**src/rtl/servo_pwm_multi.sv**
```systemverilog
// servo_pwm_multi: NUM_CH hobby-servo PWM outputs driven from one shared
// frame counter. Positions land in per-channel shadow registers and are
// applied at the frame boundary, after clamping and a deadband test.
// Optional build macro: SERVO_SLEW_EN (limits the per-frame width change to
// SLEW_STEP ticks; when undefined the applied width jumps to the shadow).

// One servo channel: shadow/active width pair and the registered pulse.
module servo_pwm_lane #(
   parameter logic [31:0] MID_W  = 32'd75000,
   parameter logic [31:0] DB_W   = 32'd50,
   parameter logic [31:0] STEP_W = 32'hFFFF_FFFF
) (
   input  logic        clk,
   input  logic        reset,
   input  logic        wr_i,
   input  logic [31:0] tgt_i,
   input  logic        boundary_i,
   input  logic [31:0] fc_i,
   input  logic        en_i,
   output logic        pwm_o,
   output logic [31:0] width_o
);

   logic [31:0] shadow_q, shadow_d;
   logic [31:0] active_q, active_d;
   logic        pwm_q, pwm_d;
   logic [31:0] diff;
   logic [31:0] mv;
   logic        up;

   // next-state: last write wins the shadow; active moves only at the boundary
   always_comb begin
      up       = (shadow_q >= active_q);
      diff     = up ? (shadow_q - active_q) : (active_q - shadow_q);
      // an all-ones step means "no slew limit": the whole difference is taken
      mv       = (diff > STEP_W) ? STEP_W : diff;
      shadow_d = wr_i ? tgt_i : shadow_q;
      active_d = active_q;
      if (boundary_i && (diff > DB_W)) begin
         active_d = up ? (active_q + mv) : (active_q - mv);
      end
      // compare against the width in force now, so a boundary update only
      // affects the pulse that starts in the following frame
      pwm_d    = en_i && (fc_i < active_q);
   end

   // channel state; reset aborts any pulse and recentres both widths
   always_ff @(posedge clk) begin
      if (reset) begin
         shadow_q <= MID_W;
         active_q <= MID_W;
         pwm_q    <= 1'b0;
      end else begin
         shadow_q <= shadow_d;
         active_q <= active_d;
         pwm_q    <= pwm_d;
      end
   end

   assign pwm_o   = pwm_q;
   assign width_o = active_q;

endmodule

module servo_pwm_multi #(
   parameter int NUM_CH    = 4,
   parameter int POS_W     = 12,
   parameter int CLK_HZ    = 50000000,
   parameter int FRAME_HZ  = 50,
   parameter int MIN_TICKS = 50000,
   parameter int MAX_TICKS = 100000,
   parameter int DEADBAND  = 50,
   parameter int SLEW_STEP = 500,
   localparam int CH_W     = (NUM_CH > 1) ? $clog2(NUM_CH) : 1
) (
   input  logic                  clk,
   input  logic                  reset,
   input  logic                  pos_valid,
   input  logic [CH_W-1:0]       pos_ch,
   input  logic [POS_W-1:0]      pos_in,
   input  logic [NUM_CH-1:0]     ch_en,
   output logic [NUM_CH-1:0]     pwm_out,
   output logic                  frame_start,
   output logic [NUM_CH*32-1:0]  active_width
);

   localparam int          FRAME_TICKS = CLK_HZ / FRAME_HZ;
   localparam logic [31:0] FT_LAST = 32'(FRAME_TICKS - 1);
   localparam logic [31:0] MIN_W   = 32'(MIN_TICKS);
   localparam logic [31:0] MAX_W   = 32'(MAX_TICKS);
   localparam logic [31:0] SPAN_W  = 32'(MAX_TICKS - MIN_TICKS);
   localparam logic [31:0] MID_W   = 32'((MIN_TICKS + MAX_TICKS) / 2);
   localparam logic [31:0] DB_W    = 32'(DEADBAND);
`ifdef SERVO_SLEW_EN
   localparam logic [31:0] STEP_W  = 32'(SLEW_STEP);
`else
   localparam logic [31:0] STEP_W  = 32'hFFFF_FFFF;
`endif

   // configurations that cannot produce a sane frame are rejected up front
   if (!((MIN_TICKS >= 0) && (MIN_TICKS < MAX_TICKS) && (MAX_TICKS < FRAME_TICKS) &&
         (NUM_CH >= 1) && (NUM_CH <= 16) && (POS_W >= 1) && (SLEW_STEP >= 0) &&
         (DEADBAND >= 0))) begin : g_bad_cfg
      $error("servo_pwm_multi: need MIN_TICKS < MAX_TICKS < FRAME_TICKS and 1 <= NUM_CH <= 16");
   end

   logic [31:0]            fc_q, fc_d;
   logic                   fs_q, fs_d;
   logic                   boundary;
   logic                   wr_ok;
   logic [POS_W+31:0]      prod;
   logic [POS_W+31:0]      scaled;
   logic [POS_W+32:0]      tgt_sum;
   logic [31:0]            tgt;
   logic [NUM_CH-1:0][31:0] width_w;

   // position -> tick mapping at full product width, then clamped
   always_comb begin
      prod    = {32'd0, pos_in} * {{POS_W{1'b0}}, SPAN_W};
      scaled  = prod >> POS_W;
      tgt_sum = {1'b0, scaled} + {{(POS_W+1){1'b0}}, MIN_W};
      if (tgt_sum < {{(POS_W+1){1'b0}}, MIN_W}) begin
         tgt = MIN_W;
      end else if (tgt_sum > {{(POS_W+1){1'b0}}, MAX_W}) begin
         tgt = MAX_W;
      end else begin
         tgt = tgt_sum[31:0];
      end
   end

   // shared frame timing: counter wrap and the frame-start strobe
   always_comb begin
      boundary = (fc_q == FT_LAST);
      fc_d     = boundary ? 32'd0 : (fc_q + 32'd1);
      fs_d     = (fc_q == 32'd0);
      // channel numbers beyond NUM_CH are dropped rather than aliased
      wr_ok    = pos_valid && ({{(32-CH_W){1'b0}}, pos_ch} < 32'(NUM_CH));
   end

   // frame counter and frame_start registers
   always_ff @(posedge clk) begin
      if (reset) begin
         fc_q <= 32'd0;
         fs_q <= 1'b0;
      end else begin
         fc_q <= fc_d;
         fs_q <= fs_d;
      end
   end

   for (genvar i = 0; i < NUM_CH; i++) begin : g_ch
      servo_pwm_lane #(
         .MID_W  (MID_W),
         .DB_W   (DB_W),
         .STEP_W (STEP_W)
      ) u_lane (
         .clk        (clk),
         .reset      (reset),
         .wr_i       (wr_ok && (pos_ch == CH_W'(i))),
         .tgt_i      (tgt),
         .boundary_i (boundary),
         .fc_i       (fc_q),
         .en_i       (ch_en[i]),
         .pwm_o      (pwm_out[i]),
         .width_o    (width_w[i])
      );
   end

   assign frame_start  = fs_q;
   assign active_width = width_w;

endmodule

```
**config.mk**
```make
export PLATFORM = sky130hd
export DESIGN_NAME = servo_pwm_multi
export DESIGN_NICKNAME = d
export VERILOG_FILES = /design/src/rtl/servo_pwm_multi.sv
export SDC_FILE = /design/constraint.sdc
export NUM_CORES = 1
export LEC_CHECK = 0
export BUFFER_PORTS_ARGS = -buffer_cell sky130_fd_sc_hd__buf_4
export CORE_UTILIZATION = 40
export CTS_CLUSTER_SIZE = 12
export DETAILED_ROUTE_END_ITERATION = 8
export PLACE_DENSITY = 0.68
export SETUP_SLACK_MARGIN = 0.02
export SLEW_MARGIN = 5
export SYNTH_ARGS = -nofsm -noshare
export SYNTH_HDL_FRONTEND = slang
export SYNTH_SLANG_ARGS = --single-unit
```
**constraint.sdc**
```tcl
create_clock -name clk -period 8.9 [get_ports clk]
set_clock_uncertainty 0.2 [all_clocks]
set_input_delay 0.89 -clock clk [delete_from_list [all_inputs] [get_ports clk]]
set_output_delay 0.89 -clock clk [all_outputs]
set_load 0.01 [all_outputs]
```
Word-level counts from Yosys, hierarchy flattened. Cells that the tools add are included.

Output and inout bits: 133. Register bits after elaboration: 293. Input port bits: 21.

Add/subtract/negate cells: 18. $lt $le $gt $ge: 18. Equal/unequal tests: 4. Multipliers: 1. Muxes and demuxes: 14. Reduce and logical (&&, ||, !) cells: 15.

Operators with widths (count): 32-bit 2-to-1 mux (13); 32-bit subtractor (12); 32-bit adder (4); 32-bit greater-or-equal comparator (4); 32-bit > comparator, second input constant (4); 32-bit by 6-bit > comparator with 1-bit output, second input constant (4); 32-bit < comparator (4); 32-bit by 1-bit adder with 32-bit output, second input constant (1); 32-bit by 20-bit equality test with 1-bit output, second input constant (1); 32-bit zero test (1); 12-bit by 12-bit multiplier with 24-bit output, second input constant (1); 16-bit by 16-bit adder with 17-bit output, second input constant (1); 17-bit > comparator, second input constant (1); 17-bit by 16-bit < comparator with 1-bit output, second input constant (1); 17-bit 2-to-1 mux (1); 1-bit logical AND (12); 2-bit equality test, second input constant (2); 2-bit by 1-bit equality test with 1-bit output, second input constant (1); 2-bit zero test (1); 2-bit OR reduction (1).

Logic depth before layout (Yosys ltp).
Word-level depth: 6. Mapped depth: 32. Depth with buffers taken out: 29.

Cells and area by module. Synthesis repeated with hierarchy kept, for this count alone.

Cell total of the unflattened synthesis: 5806. Area, all modules: 43584.3 um2.

By module, submodules not included: servo_pwm_lane (g_ch[0].u_lane ...) (times used 3, area an instance 9740.6 um2, seq. area each 1301.2 um2, cells each 1333); servo_pwm_lane (g_ch[1].u_lane) (times used 1, area an instance 9190.1 um2, seq. area each 1301.2 um2, cells each 1181); servo_pwm_multi (times used 1, area an instance 5172.5 um2, seq. area each 660.6 um2, cells each 626).

Least setup slack after synthesis. OpenSTA, ideal clock, no wires.

Path type: in2reg. From: input pos_in[5]. To: register g_ch[3].u_lane.shadow_q[11]. Data required time: 8599 ps. Data arrival time: 6988 ps. Slack: 1611 ps. Stages on the path: 23. Path buffers: 1. Cells stage by stage: ha_1 > ha_1 > inv_1 > fa_1 > fa_1 > fa_1 > inv_1 > ha_1 > a21oi_1 > o21ai_0 > a31o_2 > a21oi_1 > xnor2_1 > ha_1 > nor4b_1 > a211o_1 > nand3_1 > xnor2_1 > a31oi_1 > o32ai_1 > o21ai_1 > clkbuf_1 > o41ai_1.

Word-level cells in the longest chain between the ends: 5.

Ends and longest elaborated chain: from (decl) (RTL line 80) `input logic [POS_W-1:0] pos_in,`; 12-bit by 12-bit multiplier with 24-bit output (*) (RTL line 119) `prod = {32'd0, pos_in} * {{POS_W{1'b0}}, SPAN_W};`; 16-bit by 16-bit adder with 17-bit output (*) (RTL line 121) `tgt_sum = {1'b0, scaled} + {{(POS_W+1){1'b0}}, MIN_W};`; 17-bit > comparator (RTL line 124) `end else if (tgt_sum > {{(POS_W+1){1'b0}}, MAX_W}) begin`; 17-bit 2-to-1 mux (RTL line 124); 32-bit 2-to-1 mux (*) (RTL line 122) `if (tgt_sum < {{(POS_W+1){1'b0}}, MIN_W}) begin`; to (signal assigned) (RTL line 54) `shadow_q <= shadow_d;`; to (decl) (RTL line 24) `logic [31:0] shadow_q, shadow_d;`.

Every way passes the cells marked *; elsewhere a longest branch is shown, timed or not. A chain may end at the register's enable or synchronous reset.

Worst setup path after layout.
From: register g_ch[0].u_lane.active_q[0]. To: register g_ch[0].u_lane.active_q[31].

Word-level cells in the longest chain between the ends: 6.

Ends and longest elaborated chain: from (decl) (RTL line 25) `logic [31:0] active_q, active_d;`; from (signal assigned) (RTL line 55) `active_q <= active_d;`; 32-bit subtractor or 32-bit greater-or-equal comparator (tied branches) (RTL line 34, 33); 32-bit 2-to-1 mux (RTL line 34) `diff = up ? (shadow_q - active_q) : (active_q - shadow_q);`; 32-bit > comparator (RTL line 36) `mv = (diff > STEP_W) ? STEP_W : diff;`; 32-bit 2-to-1 mux (RTL line 36); 32-bit subtractor or 32-bit adder (tied branches) (RTL line 40) `active_d = up ? (active_q + mv) : (active_q - mv);`; 32-bit 2-to-1 mux (RTL line 40).

Several ways; a longest one is shown, not always the timed one.

==> results.ini <==
[synth]
synth-edff-count=0
ys.flop_type=dfxtp_1
syn_inst=4375
synth_seq_cells=233
netlist_area_sq_um=33200
syn-num-nets=4908
async_reset_ff_share_pct=0
syn_avg_cell_area_sq_um=7.58
yosys_warnings=0
yosysUniqueCellTypes=107
ys_seq_area_share_pct=14.1

[critical_path]
crit_fanout=10
reg2reg_to=g_ch[0].u_lane.width_o[31]
crit_type=reg2reg
crit_cells=27
r2r_start=g_ch[0].u_lane.width_o[0]
cp_slowest_cell=nor3b_1
r2r_slack_ns=0.69
start_kind=register
cp-startpoint=g_ch[0].u_lane.width_o[0]
cp_common_cell=a21o_1
cp-end-kind=register
cp.arrival_ns=8.57
cp_num_buf_inv=1
crit_required_ns=9.26
cpPeakStageDelay_ns=0.84
rr_worst_depth=27
critPathCapture=g_ch[0].u_lane.width_o[31]
path_delay_family=compound AO/OA/AOI/OAI gates

[placed_design]
place.gp.congestion=1.00
hpwlAfterDp_mm=85.9
port_buffers=153

[clock_network]
cts_made_buffers=31
cts.repair.resized=0
cts_setup_buffers=0
htreeDepth=1
clk_pin_slew_worst_paths_ns=0.06
cts_root_buf=clkbuf_16
clk_path_buf_depth=3
clk_latency_ns=0.64
clock-sinks=233
cts_hold_buf=0
cts_tree=yes

[final_layout]
register_area_sq_um=4660
finish.net_count=4957
layout-drive-gt1-share_pct=7.38
multi_input_area_sq_um=26500
layout_common_cells=ha_1 (475), nor2_1 (376), inv_1 (347)
mostFrequentLayoutCell=ha_1
area_delta_synth_final_pct=9.29
nFillCells=8287

[floorplanning]
fp.coreArea_sq_um=82100
std_cell_rows=105
ios=154
die_h_um=290
die-width_um=290
start_util_pct=40.4
die_area_sq_um=84100

[sta]
worst_pin_slew_ns=1.43
slew_viol_final=0
post-route-period-util_pct=92.3
relSlewSlack_pct=4.25
rsz0062_at_grt=no
finalCriticalPeriod_ns=8.21
finalHoldViolCount=0
max_freq_mhz=122
setup_violations=0
finalSetupTns_ns=0

[detailed_routing]
postRouteAntennaNets=0
vias=32600
wire_per_inst_um=19.5
via_per_inst=5.90
drc=0
routed_wl_mm=108
drtIter0Drc=2521
firstDrtPassIters=6

[global_route]
grt_pass1_wl_mm=170
track_usage_pct=24.7
grt_pass1_vias=30200
antenna_found_initial=3
overflow=0
grt_max_degree=69

[job]
maxCapViolCount=0

[run_status]
outcome=finished, final reports clean

[hold_path]
min-delay-path-class=reg2reg

-- final cells by class --
class	count	area share [%]
clock inverter	21	0.669
antenna	2	0.0138
sequential	233	12.9
clock buffer	35	2.24
timing repair buffer	183	3.80
tap	1070	3.69
multi-input combinational	3626	73.1
inverter	349	3.61
-- worst min path at each step --
stage,start,to,cells after the start
3_3_place_gp,g_ch[3].u_lane.shadow_q[12],g_ch[3].u_lane.shadow_q[12],2
6_report,g_ch[3].u_lane.shadow_q[12],g_ch[3].u_lane.shadow_q[12],2
3_5_place_dp,g_ch[3].u_lane.shadow_q[12],g_ch[3].u_lane.shadow_q[12],2
5_1_grt,g_ch[2].u_lane.shadow_q[11],g_ch[2].u_lane.shadow_q[11],2
4_1_cts,g_ch[3].u_lane.shadow_q[12],g_ch[3].u_lane.shadow_q[12],2
2_1_floorplan,g_ch[0].u_lane.shadow_q[12],g_ch[0].u_lane.shadow_q[12],2
-- per-layer routing --
| layer | global-route usage (%) | vias to the layer above | share of wire (%) |
|---|---|---|---|
| met4 | 8.59 | 4 | 3.7 |
| met5 | 0 | - | 0.033 |
| li1 | - | 16000 | - |
| met1 | 33.4 | 15200 | 45 |
| met2 | 39.9 | 1117 | 45 |
| met3 | 3.62 | 182 | 7.2 |
-- worst register-to-register path, delay by kind of cell, from the launching register on --
kind	cells	cell delay, ns
muxes	1	0.29
and+or+nand+nor	5	2.15
DFF	1	0.41
adders and majority gates	3	1.03
buffers and inverters	1	0.08
AOI/OAI and AO/OA	16	3.66
xor gates and xnor gates	1	0.35
-- state kept, by name (all words and copies together) (netlist names) --
signal	cells
g_ch.u_lane.width_o	128
g_ch.u_lane.shadow_q	68
fc_q	32
g_ch.u_lane.pwm_o	4
frame_start	1
-- per-stage QoR --
step           instances  cell area [sq um]  worst slack [ns]  hold WS [ns]  util (%)
6_report            5519              36300             0.687         0.295      44.2
5_1_grt             5517              36300             0.259         0.341      44.2
4_1_cts             5517              36300             0.865         0.292      44.2
3_5_place_dp        5461              35200             0.865         0.284      42.9
3_3_place_gp        5461              35200              1.09         0.278      42.9
2_1_floorplan       4375              33200              1.61         0.253         -
-- cell families after synthesis --
family,after synthesis,share of synthesized area [%]
mux,123,3.73
flops,233,14.1
simple gates,1302,19.7
xor+xnor,387,10.2
fa+ha+maj,512,20.1
buf+inv,516,6.16
compound gates,1302,26.0
-- synth_stat cells, types with 99 or more instances --
library cell	number	area [sq um]
nand2_1	284	1070
xnor2_1	259	2270
xor2_1	128	1120
o21ai_0	224	1120
mux2i_1	117	1170
nand3_1	99	495
clkbuf_1	118	443
dfxtp_1	233	4660
a21o_1	145	1090
inv_1	348	1310
a21oi_1	347	1740
ha_1	475	5940
nor2_1	376	1410
Power is left out: the tool's default activity adds up to more than one toggle a clock period on the data nets, which glitch-free logic cannot reach.
